### config.mk
export PLATFORM = sky130hd
export DESIGN_NAME = lbist_ctrl
export DESIGN_NICKNAME = d
export VERILOG_FILES = /design/src/rtl/lbist_ctrl.sv
export SDC_FILE = /design/constraint.sdc
export NUM_CORES = 1
export LEC_CHECK = 0
export CORE_MARGIN = 4
export CORE_UTILIZATION = 30
export CTS_BUF_LIST = sky130_fd_sc_hd__clkbuf_16
export CTS_CLUSTER_DIAMETER = 30
export CTS_CLUSTER_SIZE = 12
export DETAILED_ROUTE_END_ITERATION = 16
export SETUP_SLACK_MARGIN = 0.1
export SKIP_LAST_GASP = 1
export SLEW_MARGIN = 10
export SYNTH_ARGS = -nofsm -noshare
export SYNTH_HDL_FRONTEND = slang
export SYNTH_SLANG_ARGS = --single-unit
### constraint.sdc
create_clock -name clk -period 2.02 [get_ports clk]
set_input_delay 0.606 -clock clk [delete_from_list [all_inputs] [get_ports clk]]
set_output_delay 0.606 -clock clk [all_outputs]
set_load 0.005 [all_outputs]
### src/rtl/lbist_ctrl.sv
// Logic-BIST sequencer: reseeds the pattern generator, runs one full LFSR period,
// drains the CUT/MISR pipeline and compares the final signature against GOLDEN.
//
// state | meaning
// IDLE  | waiting for start
// SEED  | one-cycle reseed of generator and clear of compactor
// RUN   | patterns applied, compactor capturing, pattern count advancing
// FLUSH | pipeline drain, compactor still capturing
// CHECK | signature compared against GOLDEN
// DONE  | result held until the next start
module lbist_ctrl #(
  parameter int                   BITS      = 4,
  parameter int                   SIG_BITS  = 8,
  parameter logic [SIG_BITS-1:0]  GOLDEN    = '0,
  parameter int                   FLUSH_CYC = 2
) (
  input  logic                clk,
  input  logic                rst,
  input  logic                start,
  input  logic                rpg_end,
  input  logic [SIG_BITS-1:0] misr_sig,
  output logic                rpg_rst,
  output logic                misr_clr,
  output logic                misr_en,
  output logic                test_mode,
  output logic                busy,
  output logic                done,
  output logic                pass,
  output logic                timeout,
  output logic [BITS:0]       pat_count
);

  localparam logic [2:0] IDLE  = 3'd0;
  localparam logic [2:0] SEED  = 3'd1;
  localparam logic [2:0] RUN   = 3'd2;
  localparam logic [2:0] FLUSH = 3'd3;
  localparam logic [2:0] CHECK = 3'd4;
  localparam logic [2:0] DONE  = 3'd5;

  localparam logic [BITS:0] PAT_ONE  = {{BITS{1'b0}}, 1'b1};
  localparam logic [BITS:0] PAT_MAX  = {1'b1, {BITS{1'b0}}};
  localparam logic [BITS:0] PAT_LAST = {1'b0, {BITS{1'b1}}};
  localparam logic [3:0]    FLUSH_LOAD = (FLUSH_CYC > 0) ? 4'(FLUSH_CYC - 1) : 4'd0;

  logic [2:0] state;
  logic [3:0] flush_cnt;

  always_ff @(posedge clk or negedge rst) begin
    if (!rst) begin
      state     <= IDLE;
      pat_count <= '0;
      flush_cnt <= '0;
      pass      <= 1'b0;
      timeout   <= 1'b0;
    end else begin
      case (state)
        IDLE: if (start) state <= SEED;
        SEED: begin
          pat_count <= '0;
          flush_cnt <= '0;
          timeout   <= 1'b0;
          pass      <= 1'b0;
          state     <= RUN;
        end
        RUN: begin
          if (pat_count != PAT_MAX) pat_count <= pat_count + PAT_ONE;
          // The generator sits at its seed on the first RUN cycle, so rpg_end is only
          // meaningful once at least one pattern has been applied; it beats timeout.
          if (rpg_end && (pat_count != '0)) begin
            if (FLUSH_CYC == 0) begin
              state <= CHECK;
            end else begin
              state     <= FLUSH;
              flush_cnt <= FLUSH_LOAD;
            end
          end else if (pat_count == PAT_LAST) begin
            state   <= DONE;
            timeout <= 1'b1;
            pass    <= 1'b0;
          end
        end
        FLUSH: begin
          if (flush_cnt == 4'd0) state <= CHECK;
          else                   flush_cnt <= flush_cnt - 4'd1;
        end
        CHECK: begin
          pass  <= (misr_sig == GOLDEN);
          state <= DONE;
        end
        DONE: if (start) state <= SEED;
        default: state <= IDLE;
      endcase
    end
  end

  assign rpg_rst   = (state == SEED);
  assign misr_clr  = (state == SEED);
  assign test_mode = (state == RUN) || (state == FLUSH);
  assign misr_en   = (state == RUN) || (state == FLUSH);
  assign busy      = (state != IDLE) && (state != DONE);
  assign done      = (state == DONE);

endmodule

After elaboration in Yosys (flattened, before gate mapping). Cells that the tools add are included.

Logic and storage cells: 56. Output and inout bits: 13. Input bits: 12. Register bits after elaboration: 14.

Muxes and demuxes: 16. Equal/unequal tests: 16. Reductions and logical operators: 17. Add/subtract/negate cells: 2.

Operators with widths (count): $pmux W3 S5 (1); $mux W3 (4); $ne A2 B2 Y1 const B (6); $pmux W4 S3 (1); $reduce_and A3 Y1 (4); $pmux W5 S2 (1); $reduce_bool A3 Y1 (3); $logic_not A8 Y1 (1); $mux W4 (2); $eq A3 B2 Y1 const B (2); $eq A3 B3 Y1 const B (2); $ne A3 B3 Y1 const B (2); $add A5 B1 Y5 const B (1); $eq A5 B4 Y1 const B (1); $mux W5 (1); $ne A5 B5 Y1 const B (1); $reduce_bool A5 Y1 (1); $logic_not A4 Y1 (1); $mux W1 (4); $sub A4 B1 Y4 const B (1); $eq A3 B1 Y1 const B (1); $logic_not A3 Y1 (1); $pmux W1 S3 (1); $logic_and A1 B1 Y1 (2); 6 further kinds (6).

Depth between registers and ports, before layout.
Depth after elaboration: 4. Gate-level depth with buffers: 6.

Least setup slack after synthesis. Ideal clock, no wire load.

Path kind: register -> output. Start: reg state[1]. End: out rpg_rst. Slack: 0.438 ns. Arrival: 0.976 ns. Required time: 1.414 ns. Stages on the path, launching flop included: 6. Path through: dfrtp_1 -> buf_2 -> inv_2 -> nand2b_1 -> inv_1 -> buf_4.

Longest elaborated chain between the ends: 1.

Ends and longest elaborated chain: start, declared (line 45) `logic [2:0] state;`; start signal, assigned (line 50) `state <= IDLE;`; start signal, assigned (line 57) `IDLE: if (start) state <= SEED;`; start signal, assigned (line 63) `state <= RUN;`; $eq A3 B1 Y1; end, declared (line 22) `output logic rpg_rst,`.

Every way passes these cells.

Final worst setup path.
Start: reg state[0]. End: out busy.

Longest elaborated chain between the ends: 2. Elaborated cells between the ends (all ways): 3. Classes of those cells: 1 x eq/ne; 2 x reduce/logical.

Ends and longest elaborated chain: $ne A3 B3 Y1 / $reduce_bool A3 Y1 (equally long branches) (line 100) `assign busy = (state != IDLE) && (state != DONE);`; $logic_and A1 B1 Y1 (*) (line 100); end, declared (line 26) `output logic busy,`.

Mark *: on every way between the ends. The rest lies on a longest branch, timed or not.

==> flow_summary.json <==
{
  "synth-edff-count": 0,
  "synthFlopType": "dfrtp_1",
  "clock_skew_ns": 0.00531,
  "place_congestion": 0.803,
  "cts_tree": "yes",
  "nets": 156,
  "grt_max_degree": 15,
  "drt_wl_total_um": 2470,
  "clock_path_buffers": 2,
  "netlist_top_cells_area": "dfrtp_1, ha_1, inv_1",
  "status": "complete, no violations",
  "min_period_ns": 1.86,
  "tns_ns": 0,
  "cts_root_buf": "clkbuf_16",
  "die_x_um": 63.1,
  "endpoint_kind": "output pin",
  "path_clk_slew_ns": 0.05,
  "grt_pass1_vias": 926,
  "io_buffers": 24,
  "worstSetupPathType": "reg -> out",
  "ir_drop_mv": 0.599,
  "syn_area_per_cell_um2": 9.01,
  "crit_path_max_fanout": 3,
  "cp-start-kind": "flip-flop",
  "vias": 887,
  "leakage_nw": 0.632,
  "synth_area_leader_cell": "dfrtp_1",
  "cap_violations": 0,
  "n_antenna_cell": 0,
  "slew_violations": 0,
  "worst_slack_ns": 0.162,
  "setup_viol": 0,
  "cts.sinks": 14,
  "synth_top_area_share_pct": 38.5,
  "synth-seq-area-share_pct": 38.5,
  "synthToLayoutAreaGrowth_pct": 50.9,
  "postSynthCellCount": 101,
  "synth_fp_nets": 118,
  "synth_seq_cells": 14,
  "async_flop_share_pct": 100,
  "syn_area_um2": 910,
  "finalPower_mw": 2.02,
  "clk_latency_ns": 0.25,
  "start_util_pct": 32.2,
  "grt_setup_unrepaired": "yes",
  "power_density_nw_per_um2": 1470,
  "grt_pass1_wl_um": 4330,
  "place_hpwl_um": 1860,
  "io_pins": 25,
  "finalHoldViolCount": 0,
  "ant_nets": 0,
  "cts_max_level": 1,
  "min_path_type": "reg -> reg",
  "tightest_slew_ns": 0.491,
  "arrival_ns": 1.25,
  "grt_antenna_before_repair": 0,
  "final_util_pct": 48.5,
  "drc": 0,
  "wire_per_inst_um": 14.7,
  "yosysUniqueCellTypes": 39,
  "relSlewSlack_pct": 67.3,
  "dieHeight_um": 63.1,
  "finalCritPeriodShare_pct": 92.0,
  "die-area_um2": 3980,
  "dr.pass1.iters": 4,
  "hold_ws_ns": 0.475,
  "cts_inserted_buffers": 3,
  "via_per_inst": 5.28,
  "rows": 19,
  "fmax_ghz": 0.538,
  "grtUsageTotal_pct": 13.5,
  "coreArea_um2": 2830,
  "place_ws_ns": 0.0877,
  "globalRouteOverflowTotal": 0,
  "ys.warnings.count": 0,
  "required_ns": 1.41,
  "initialDrtViolationCount": 29,
  "drive_gt1_share_pct": 23.4
}
power breakdown:
| group | internal, mW | total, mW | switching [mW] |
|---|---|---|---|
| logic | 0.603 | 1.13 | 0.532 |
| registers | 0.378 | 0.503 | 0.125 |
| clock network | 0.260 | 0.384 | 0.124 |
| total | 1.24 | 2.02 | 0.782 |
synthesized netlist by cell type, drive strengths merged, types with 3 or more instances:
cell    instances
nand2           9
dfrtp          14
nor4            3
o21ai           5
a21oi           7
nor2            3
buf             3
o22ai           3
nand2b          3
inv            11
ha              5
mux2i           3
and3            3
nor3            5
final timing paths:
check	from	to	slack [ns]	depth (start not counted)
worst max register to register	state[2]$_DFFE_PN0P_	pat_count[2]$_DFFE_PN0P_	0.30	6
min in group asynchronous	rst	flush_cnt[2]$_DFFE_PN0P_	0.67	2
max in group asynchronous	rst	state[1]$_DFFE_PN0P_	1.15	2
worst min-delay path	timeout$_DFFE_PN0P_	timeout$_DFFE_PN0P_	0.48	1
worst min register to register	timeout$_DFFE_PN0P_	timeout$_DFFE_PN0P_	0.48	1
worst max-delay path	state[0]$_DFFE_PN0P_	busy	0.16	4
worst max-delay path: stages (launching register included):
cell,delay [ns]
dfrtp_2,0.42
buf_4,0.15
xnor2_2,0.16
nand2_1,0.07
clkdlybuf4s15_1,0.20
cell families (layout without fill, tap and decap cells):
family	after synthesis	in the layout	share of synthesized area [%]
flops	14	14	38.5
mux	3	3	3.30
fa+ha+maj	5	5	6.88
simple gates	35	35	23.0
xor+xnor	1	1	0.963
compound gates	27	27	19.8
buf+inv	16	52	7.56
cell type report:
| class | count | area (um2) |
|---|---|---|
| sequential | 14 | 353 |
| inverter | 11 | 41.3 |
| multi-input combinational | 71 | 515 |
| tap | 31 | 38.8 |
| fill | 268 | 1460 |
| timing repair buffer | 38 | 349 |
| clock buffer | 3 | 75.1 |
registers in the layout, indices dropped and copies added (netlist names):
register   cells
timeout        1
pat_count      5
flush_cnt      4
pass           1
state          3
repair_timing:
action,in CTS,in global routing
gates resized for setup,11,10
gates cloned,0,0
buffers inserted,4,1
pin swaps,0,1
hold buffers,0,0
setup endpoints to repair,6,5
metal layers:
metal	GRT usage [%]	share of wire [%]	vias up
met5	0	0	-
met4	3.31	0.93	0
met3	5.33	7.3	2
met2	21.7	44	24
met1	16.7	47	428
li1	-	-	433
placed cells by master, fill, tap and decap left out, drive strengths merged:
cell	count
clkdlybuf4s50	18
dfrtp	14
buf	14
inv	11
nand2	9
a21oi	7
nor3	5
ha	5
o21ai	5
clkbuf	4
nand2b	3
nor2	3
mux2i	3
nor4	3
o22ai	3
clkdlybuf4s15	3
and3	3
nand3	2
a211oi	2
a21o	2
dlygate4sd2	2
nor2b	2
xnor2	1
and2	1
a311oi	1
nor3b	1
a21boi	1
or4b	1
a311o	1
or3	1
a2bb2oi	1
o31ai	1
a2111oi	1
o211ai	1
a31oi	1
nand4	1
through the flow:
stage | instance area, um2 | cells
global route | 1370 | 168
finish | 1370 | 168
CTS | 1350 | 167
floorplan | 910 | 101
global placement | 1230 | 160
detailed placement | 1230 | 160
Power figures use the tool's default switching activity.
